$ cat src/rtl/stream_pkg.sv
// Shared types and helpers for the byte-stream source/sink pair.
// Latency: n/a (types, constants and a pure function only).
// Backpressure: n/a.
package stream_pkg;

    // Largest supported message. Messages are carried right-aligned in a
    // vector of this width so one helper serves every MSG_LEN.
    localparam int MSG_MAX_LEN  = 255;
    localparam int MSG_MAX_BITS = 8 * MSG_MAX_LEN;

    typedef enum logic [1:0] {
        ERR_NONE  = 2'd0,
        ERR_DATA  = 2'd1,
        ERR_SHORT = 2'd2,
        ERR_LONG  = 2'd3
    } err_code_t;

    typedef enum logic [1:0] {
        ST_IDLE   = 2'd0,
        ST_RECV   = 2'd1,
        ST_REPORT = 2'd2
    } sink_state_t;

    // Byte i of a len-byte packed message. Byte 0 is the most significant
    // byte, i.e. the first character of a string literal. Out-of-range
    // indices return 0 so callers may probe one past the end safely.
    function automatic logic [7:0] msg_byte(
        input logic [MSG_MAX_BITS-1:0] msg,
        input int                      len,
        input int                      i
    );
        logic [7:0] b;
        b = 8'h00;
        if (i >= 0 && i < len) begin
            b = msg[8*(len-1-i) +: 8];
        end
        return b;
    endfunction

endpackage

$ cat src/rtl/tready_throttle.sv
// Periodic ready throttle: free-running counter that requests one stall cycle in every STALL_PERIOD.
// Latency: stall_nxt_o is the stall value for the cycle after the coming clock edge, for registered ready.
// Backpressure: none of its own; STALL_PERIOD=0 never stalls, STALL_PERIOD=1 is rejected at elaboration.
//
// Ports:
//   clk_i       clock
//   rst_ni      asynchronous active-low reset (counter cleared to 0)
//   stall_nxt_o high when the counter will sit at STALL_PERIOD-1 next cycle
module tready_throttle #(
    parameter int STALL_PERIOD = 0
) (
    input  logic clk_i,
    input  logic rst_ni,
    output logic stall_nxt_o
);

    // Period 1 would hold ready low forever and deadlock the stream.
    if (STALL_PERIOD == 1 || STALL_PERIOD < 0) begin : g_bad_period
        $error("tready_throttle: STALL_PERIOD must be 0 or >= 2");
    end

    localparam int             CW   = (STALL_PERIOD > 2) ? $clog2(STALL_PERIOD) : 1;
    localparam logic [CW-1:0]  LAST = (STALL_PERIOD >= 2) ? CW'(STALL_PERIOD - 1) : '0;

    logic [CW-1:0] cnt_q;
    logic [CW-1:0] cnt_d;

    // With throttling disabled the counter is pinned at zero.
    always_comb begin
        cnt_d = cnt_q + 1'b1;
        if (STALL_PERIOD == 0 || cnt_q == LAST) begin
            cnt_d = '0;
        end
    end

    // Looking at cnt_d lets the consumer register ready while keeping the
    // stall aligned with cnt_q == STALL_PERIOD-1.
    assign stall_nxt_o = (STALL_PERIOD != 0) && (cnt_d == LAST);

    always_ff @(posedge clk_i or negedge rst_ni) begin
        if (!rst_ni) begin
            cnt_q <= '0;
        end else begin
            cnt_q <= cnt_d;
        end
    end

endmodule

$ cat src/rtl/data_sink.sv
// AXI-Stream byte sink: checks each frame against a fixed MESSAGE and length, reports a verdict and counts.
// Latency: tlast accepted in cycle T -> verdict pulse/code in T+1, tready high again in T+2.
// Backpressure: tready registered; low in the single REPORT cycle after each frame and on throttle stalls.
//
// Ports:
//   clk, resetn                 clock, asynchronous active-low reset
//   tvalid/tready/tlast/tdata   AXI-Stream slave (8-bit payload)
//   frame_ok, frame_err         one-cycle verdict pulses
//   err_code, err_idx           verdict of the last frame and error location, held until next frame
//   good_count, bad_count       saturating frame counters
module data_sink
    import stream_pkg::*;
#(
    parameter int                 MSG_LEN      = 11,
    parameter logic [8*MSG_LEN-1:0] MESSAGE    = "HE11O WORLD",
    parameter int                 STALL_PERIOD = 0,
    parameter int                 CNT_W        = 16
) (
    input  logic             clk,
    input  logic             resetn,
    input  logic             tvalid,
    output logic             tready,
    input  logic             tlast,
    input  logic [7:0]       tdata,
    output logic             frame_ok,
    output logic             frame_err,
    output logic [1:0]       err_code,
    output logic [7:0]       err_idx,
    output logic [CNT_W-1:0] good_count,
    output logic [CNT_W-1:0] bad_count
);

    if (MSG_LEN < 1 || MSG_LEN > MSG_MAX_LEN) begin : g_bad_len
        $error("data_sink: MSG_LEN must be in 1..255");
    end

    localparam logic [MSG_MAX_BITS-1:0] MSG_PAD = MSG_MAX_BITS'(MESSAGE);
    localparam logic [7:0]              LEN8    = 8'(MSG_LEN);
    localparam logic [8:0]              LEN9    = 9'(MSG_LEN);

    sink_state_t     state_q, state_d;
    logic [7:0]      idx_q;
    logic [7:0]      mis_idx_q;
    logic            data_bad_q;
    logic            long_flag_q;
    logic            tready_q;
    logic            frame_ok_q;
    logic            frame_err_q;
    err_code_t       err_code_q;
    logic [7:0]      err_idx_q;
    logic [CNT_W-1:0] good_q;
    logic [CNT_W-1:0] bad_q;

    logic            stall_nxt;
    logic            accept;
    logic            in_msg;
    logic [7:0]      exp_byte;
    logic            beat_mis;
    logic [8:0]      beats;
    err_code_t       verdict;
    logic [7:0]      verdict_idx;

    tready_throttle #(
        .STALL_PERIOD(STALL_PERIOD)
    ) u_throttle (
        .clk_i      (clk),
        .rst_ni     (resetn),
        .stall_nxt_o(stall_nxt)
    );

    assign accept   = tvalid & tready_q;
    assign in_msg   = (idx_q < LEN8);
    assign exp_byte = msg_byte(MSG_PAD, MSG_LEN, int'(idx_q));
    assign beat_mis = accept & in_msg & (tdata != exp_byte);
    // Beats in the frame counting the current one; 9 bits because idx can
    // reach 255 on a long frame.
    assign beats    = {1'b0, idx_q} + 9'd1;

    // Verdict for the beat currently presented, used only when it carries
    // tlast. Length errors win over data errors. Since idx saturates at
    // MSG_LEN, "more beats than MSG_LEN" is exactly "idx already at MSG_LEN".
    always_comb begin
        verdict     = ERR_NONE;
        verdict_idx = 8'h00;
        if (long_flag_q || !in_msg) begin
            verdict     = ERR_LONG;
            verdict_idx = LEN8;
        end else if (beats < LEN9) begin
            verdict     = ERR_SHORT;
            verdict_idx = beats[7:0];
        end else if (data_bad_q || beat_mis) begin
            verdict     = ERR_DATA;
            verdict_idx = data_bad_q ? mis_idx_q : idx_q;
        end
    end

    // Next state is needed ahead of the edge so tready can be registered
    // and still drop in exactly the REPORT cycle.
    always_comb begin
        state_d = state_q;
        case (state_q)
            ST_IDLE:   if (accept) state_d = tlast ? ST_REPORT : ST_RECV;
            ST_RECV:   if (accept && tlast) state_d = ST_REPORT;
            ST_REPORT: state_d = ST_IDLE;
            default:   state_d = ST_IDLE;
        endcase
    end

    always_ff @(posedge clk or negedge resetn) begin
        if (!resetn) begin
            state_q     <= ST_IDLE;
            tready_q    <= 1'b0;
            idx_q       <= 8'h00;
            mis_idx_q   <= 8'h00;
            data_bad_q  <= 1'b0;
            long_flag_q <= 1'b0;
            frame_ok_q  <= 1'b0;
            frame_err_q <= 1'b0;
            err_code_q  <= ERR_NONE;
            err_idx_q   <= 8'h00;
            good_q      <= '0;
            bad_q       <= '0;
        end else begin
            state_q     <= state_d;
            tready_q    <= (state_d != ST_REPORT) && !stall_nxt;
            frame_ok_q  <= 1'b0;
            frame_err_q <= 1'b0;

            if (state_q == ST_REPORT) begin
                // Frame fully reported: start the next one clean.
                idx_q       <= 8'h00;
                mis_idx_q   <= 8'h00;
                data_bad_q  <= 1'b0;
                long_flag_q <= 1'b0;
            end else if (accept) begin
                if (in_msg) begin
                    idx_q <= idx_q + 8'd1;
                    // Only the first mismatch position is kept.
                    if (beat_mis && !data_bad_q) begin
                        data_bad_q <= 1'b1;
                        mis_idx_q  <= idx_q;
                    end
                end else begin
                    long_flag_q <= 1'b1;
                end

                if (tlast) begin
                    err_code_q <= verdict;
                    err_idx_q  <= verdict_idx;
                    if (verdict == ERR_NONE) begin
                        frame_ok_q <= 1'b1;
                        if (good_q != '1) good_q <= good_q + 1'b1;
                    end else begin
                        frame_err_q <= 1'b1;
                        if (bad_q != '1) bad_q <= bad_q + 1'b1;
                    end
                end
            end
        end
    end

    assign tready     = tready_q;
    assign frame_ok   = frame_ok_q;
    assign frame_err  = frame_err_q;
    assign err_code   = err_code_q;
    assign err_idx    = err_idx_q;
    assign good_count = good_q;
    assign bad_count  = bad_q;

endmodule

$ cat config.mk
export PLATFORM = sky130hd
export DESIGN_NAME = data_sink
export DESIGN_NICKNAME = d
export VERILOG_FILES = /design/src/rtl/stream_pkg.sv /design/src/rtl/tready_throttle.sv /design/src/rtl/data_sink.sv
export SDC_FILE = /design/constraint.sdc
export NUM_CORES = 1
export LEC_CHECK = 0
export BUFFER_PORTS_ARGS = -buffer_cell sky130_fd_sc_hd__buf_2
export CAP_MARGIN = 20
export CELL_PAD_IN_SITES_DETAIL_PLACEMENT = 1
export CELL_PAD_IN_SITES_GLOBAL_PLACEMENT = 1
export CORE_MARGIN = 2
export CORE_UTILIZATION = 39
export DETAILED_ROUTE_END_ITERATION = 16
export MAX_ROUTING_LAYER = met4
export PLACE_DENSITY_LB_ADDON = 0.08
export SLEW_MARGIN = 20
export SYNTH_ARGS = -nofsm -noshare
export SYNTH_HDL_FRONTEND = slang
export SYNTH_HIERARCHICAL = 1
export SYNTH_SLANG_ARGS = --single-unit
export TNS_END_PERCENT = 100
$ cat constraint.sdc
create_clock -name clk -period 2.8 [get_ports clk]
set_input_delay 0.56 -clock clk [delete_from_list [all_inputs] [get_ports clk]]
set_output_delay 0.56 -clock clk [all_outputs]
set_load 0.01 [all_outputs]
# Word-level counts from Yosys, hierarchy flattened
# Index checks and enable logic that the tools add are counted.
# op_classes
add_sub_neg,5
n_lt_le_gt_ge,3
eq_ne,7
shifts,1
muxes,34
bitwise_logic,5
n_reduce_logical,17
# ops
cell,n
"variable part select 2040 x 12 -> 8 bit, first input constant",1
2-to-1 mux 8 bit,12
"adder 16 x 1 -> 16 bit, second input constant",2
"!= test 16 bit, second input constant",2
"< comparator 8 x 4 -> 1 bit, second input constant",2
2-to-1 mux 1 bit,16
2-to-1 mux 2 bit,5
AND reduction 5 bit,2
"adder 8 x 1 -> 9 bit, second input constant",1
"< comparator 9 x 4 -> 1 bit, second input constant",1
"subtractor 4 x 8 -> 9 bit, first input constant",1
"adder 8 x 1 -> 8 bit, second input constant",1
!= test 8 bit,1
AND reduction 3 bit,2
nonzero test 2 bit,3
zero test 2 bit,2
case mux 2 bit (2 select lines),1
AND reduction 2 bit,2
AND 1 bit,3
"equality test 2 x 1 -> 1 bit, second input constant",1
"equality test 2 bit, second input constant",1
logical AND 1 bit,2
zero test 1 bit,2
logical OR 1 bit,2
other kinds (3),4
# word_totals
regBits,65
inputBits,12
elab_cells,84

# Depth between registers and ports, before layout
# logic_depth
ltp_word,14
depth_mapped,13
depth_no_buf,10

# Hierarchy
# The synthesis kept the hierarchy.
# modules_own_cells
mod,n_inst,cells_each,area_each_um2
data_sink,1,388,3698.5
tready_throttle,1,2,11.3

# Worst setup path before layout
# No wires, ideal clock.
# synth_timing
kind,register to register
from,reg idx_q[0]
to,"reg bad_q[12], in the netlist bad_count[12]"
setup_ns,0.125
arrival_ns,2.894
slack_ns,-0.219
stages_incl_launch_ff,10
path_buffers,1
cell_sequence,dfrtp_1 ha_1 clkbuf_1 inv_1 a211o_1 a32o_1 or4_4 nor3_4 nor3b_1 mux2_4
# synth_between
elab_chain_cells,12
# synth_lines
element,line_no,text
start: declaration,data_sink.sv:42,logic [7:0] idx_q;
start signal: assignment,data_sink.sv:137,idx_q <= idx_q + 8'd1;
subtractor 4 x 8 -> 9 bit,stream_pkg.sv:35,b = msg[8*(len-1-i) +: 8];
variable part select 2040 x 12 -> 8 bit,stream_pkg.sv:35,
2-to-1 mux 8 bit,stream_pkg.sv:34,if (i >= 0 && i < len) begin
!= test 8 bit,data_sink.sv:74,assign beat_mis = accept & in_msg & (tdata != exp_byte);
AND 1 bit,data_sink.sv:74,
logical OR 1 bit,data_sink.sv:91,end else if (data_bad_q || beat_mis) begin
2-to-1 mux 1 bit,data_sink.sv:91,
2-to-1 mux 2 bit,data_sink.sv:88,end else if (beats < LEN9) begin
2-to-1 mux 2 bit *,data_sink.sv:85,if (long_flag_q || !in_msg) begin
zero test 2 bit *,data_sink.sv:150,if (verdict == ERR_NONE) begin
inverter 1 bit (no source line) *,n/a,
AND reduction 5 bit (no source line) *,n/a,
end signal: assignment,data_sink.sv:155,if (bad_q != '1) bad_q <= bad_q + 1'b1;
end: declaration,data_sink.sv:52,logic [CNT_W-1:0] bad_q;
# Mark *: on every way between the ends. The rest lies on a longest branch, timed or not.
# A chain may end at the register's enable or synchronous reset.

# Final worst setup path
# layout_timing
from,reg idx_q[0]
to,"reg frame_ok_q, in the netlist frame_ok"
# layout_between
elab_chain_cells,14
# layout_lines
element,line_no,text
subtractor 4 x 8 -> 9 bit,stream_pkg.sv:35,
variable part select 2040 x 12 -> 8 bit,stream_pkg.sv:35,
2-to-1 mux 8 bit,stream_pkg.sv:34,
!= test 8 bit,data_sink.sv:74,
AND 1 bit,data_sink.sv:74,
logical OR 1 bit,data_sink.sv:91,
2-to-1 mux 1 bit,data_sink.sv:91,
2-to-1 mux 2 bit,data_sink.sv:88,
2-to-1 mux 2 bit *,data_sink.sv:85,
zero test 2 bit *,data_sink.sv:150,
2-to-1 mux 1 bit *,data_sink.sv:150,
2-to-1 mux 1 bit *,data_sink.sv:147,if (tlast) begin
2-to-1 mux 1 bit *,data_sink.sv:135,end else if (accept) begin
2-to-1 mux 1 bit *,data_sink.sv:129,if (state_q == ST_REPORT) begin
end signal: assignment,data_sink.sv:117,frame_ok_q <= 1'b0;
end signal: assignment,data_sink.sv:126,frame_ok_q <= 1'b0;
end signal: assignment,data_sink.sv:151,frame_ok_q <= 1'b1;
end: declaration,data_sink.sv:47,logic frame_ok_q;
# Marked as above.

==> results.txt <==
outcome -> finished with violations
failing checks -> setup timing
CP Launch Type -> register
Slew @ Worst Pin -> 0.636 ns
I/O pins -> 57
Antenna Nets Post-Route -> 0
row count -> 35
synthesized netlist cell count -> 390
grt met3 use -> 4.83%
Hold Vio Cnt, Final -> 0
post-route insts no fill -> 659
WP depth -> 13
Worst slew margin -> 57.5%
grt met2 use -> 40.8%
TritonCTS clock tree -> built
first-pass GRT wire length -> 19900 µm
worst path arrival time -> 3.34 ns
top_reg_cell synth -> dfrtp_1
Final Power -> 5.07 mW
number of synthesized register bits -> 65
clock root buffer -> clkbuf_8
n_diodes -> 0
total routed wirelength -> 12800 µm
# H-tree levels -> 3
Synth top cells by count -> dfrtp_1, nand2_1, nor2_1, xnor2_1, xor2_1
initial antenna violation count -> 0
Longest Clk Path Bufs -> 2
Max stage delay on crit path -> 0.48 ns
warnings from Yosys -> 6
Die ar. -> 10300 µm²
Final #Nets -> 540
Mapped Nets -> 405
Synth top area share -> 43.8%
Crit Path Category -> reg -> reg
Power Dens Cells -> 950 nW/µm²
Clock Latency Late Sink -> 0.35 ns
Total GRT Usage -> 25.9%
Final HPWL DP -> 8350 µm
CP Launch Point -> idx_q[0]
Setup crit end kind -> register
final setup violation count -> 47
Buf/Inv on CP -> 3
DRC viols -> 0
Num CTS Buffers -> 9
RR Endpoint -> frame_ok
final worst slack -> -0.251 ns
routed via count -> 3580
worst reg-to-reg path cell count -> 13
number of max-cap violations -> 0
vias in the first global route -> 3765
Final Slew Violations -> 0
Sinks on Clock Net -> 65
CORE AREA -> 9240 µm²
Max Fanout on Critical Path -> 5
CP Cell Sequence -> ha_4, buf_6, or2_4, nor3_4, a31oi_1, a21oi_2, xor2_1, or4_4, buf_4, buf_6, o21ai_4, and2b_2, and2_4
Final Wtd Congestion -> 0.996
LEAKAGE -> 2.54 nW
cell area after synthesis -> 3710 µm²
clk slew on worst S/H paths -> 0.08 ns
largest net degree at the start of global routing -> 66
CP required -> 3.09 ns
die span in y -> 102 µm
Vias/cell -> 5.43
DR WL/cell -> 19.4 µm
layer with the highest usage -> met2
FMAX -> 0.328 GHz
leading area contributor after synthesis -> dfrtp_1
syn avg cell area -> 9.51 µm²
Critical Path Most Common Cell -> buf_6
most numerous cell in the Yosys netlist -> dfrtp_1
grt total ovfl -> 0
cell family with most CP delay -> simple AND/OR/NAND/NOR gates
Synth cell types -> 68
Peak VDD IR -> 462 µV
last element of the critical path -> frame_ok
RSZ-0062 raised after global routing -> true
share of cells above drive strength 1 -> 44.3%
drt initial violations -> 145
sequential-to-total area share from yosys stat -> 43.8%
grt met1 use -> 33.9%
flop2flop setup slack -> -0.25 ns
number of synthesized flops with an enable pin -> 0
die width -> 102 µm
DRT Pass-1 Iters -> 4
final worst path period share -> 109%
Area contributors post-synth -> dfrtp_1, xnor2_1, xor2_1, nand2_1, nor2_1
Min-Delay Path Class -> in -> async
dpl cells -> 622
CTS hold repair buffers -> 0
port bufs -> 56
asr flop ratio synth -> 100%
Tmin final -> 3.05 ns
crit path max-delay cell type -> or4_4
FF-to-FF Start -> idx_q[0]
Initial Util -> 40.1%
clk_skew -> 0.0142 ns
area delta synth->final -> 43.8%
[how the worst min path moves through the flow]
stage                          endpoint        from  depth (start not counted)
final                     bad_count[15]      resetn                          2
after global routing       mis_idx_q[7]      resetn                          2
after CTS                  bad_count[1]      resetn                          2
after detailed placement     state_q[0]  state_q[1]                          1
after global placement       state_q[0]  state_q[1]                          1
after floorplan            bad_count[0]      resetn                          0
[kinds of logic after synthesis]
group                      share of synthesized area, %
AOI/OAI and AO/OA                                  14.5
xor gates and xnor gates                           8.97
adders and majority gates                          1.01
buffers and inverters                              4.22
DFF                                                43.8
muxes                                              2.09
other                                             0.101
and+or+nand+nor                                    25.3
[routing by layer]
layer,routed length (µm),share of wire (%)
met5,0,0
met4,226,1.8
met3,555,4.4
met2,6340,50
met1,5640,44
[flip-flops by register name (all words and copies together) (netlist names)]
register,cells
bad_count,16
data_bad_q,1
err_code,2
err_idx,8
frame_err,1
frame_ok,1
good_count,16
idx_q,8
long_flag_q,1
mis_idx_q,8
state_q,2
tready,1
[through the flow]
stage	hold slack [ns]	util [%]	setup slack [ns]	TNS [ns]	cell area, µm²
after floorplan	0.264	-	-0.0804	-0.868	3740
after global placement	0.460	49.9	-0.260	-7.06	4610
after detailed placement	0.475	49.9	-0.259	-6.62	4610
after CTS	0.208	55.7	-0.151	-2.95	5140
after global routing	0.229	57.8	-0.370	-12.87	5340
final	0.214	57.8	-0.251	-7.96	5340
[power by group]
part           switching, mW  internal [mW]
clock network          0.400          0.466
logic                   1.51           1.46
registers              0.156           1.07
total                   2.07           3.01
[final cells by class]
cell class / instances / area, µm²
Clock inverter: 5 / 61.3
Clock buffer: 11 / 151
Fill cell: 1069 / 3900
Inverter: 6 / 26.3
Multi-Input combinational cell: 296 / 2260
Tap cell: 129 / 161
Sequential cell: 65 / 1630
Timing Repair Buffer: 147 / 1050
[layout by cell type, fill, tap and decap left out, drive strengths merged, types with 4 or more instances in the layout]
cell type  Yosys  routed
a21oi         18      18
a32o           5       5
and2          11      11
and3          16      16
buf           13     147
clkbuf        11      11
dfrtp         65      65
inv            6       7
mux2           5       5
nand2         40      40
nand2b         8       8
nand3         13      13
nand4          4       4
nor2          29      29
nor2b          5       5
nor3           9       9
nor4          11      11
nor4b          7       7
o211ai         5       5
o21ai         18      19
o22ai          8       8
or2            5       5
xnor2         19      19
xor2          19      19
[worst reg2reg max path, stage by stage, from the launching register on]
cell and delay (ns):
dfrtp_2 0.45, ha_4 0.29, buf_6 0.13, or2_4 0.26
nor3_4 0.15, a31oi_1 0.08, a21oi_2 0.20, xor2_1 0.09
or4_4 0.48, buf_4 0.17, buf_6 0.11, o21ai_4 0.22
and2b_2 0.22, and2_4 0.14
[timing repair]
item,4_1_cts,5_1_grt
pin swaps,12,19
endpoints found under the setup margin,47,48
setup buffers,12,7
resized for setup,63,28
gates cloned,2,0
(Power assumes the default switching activity.)
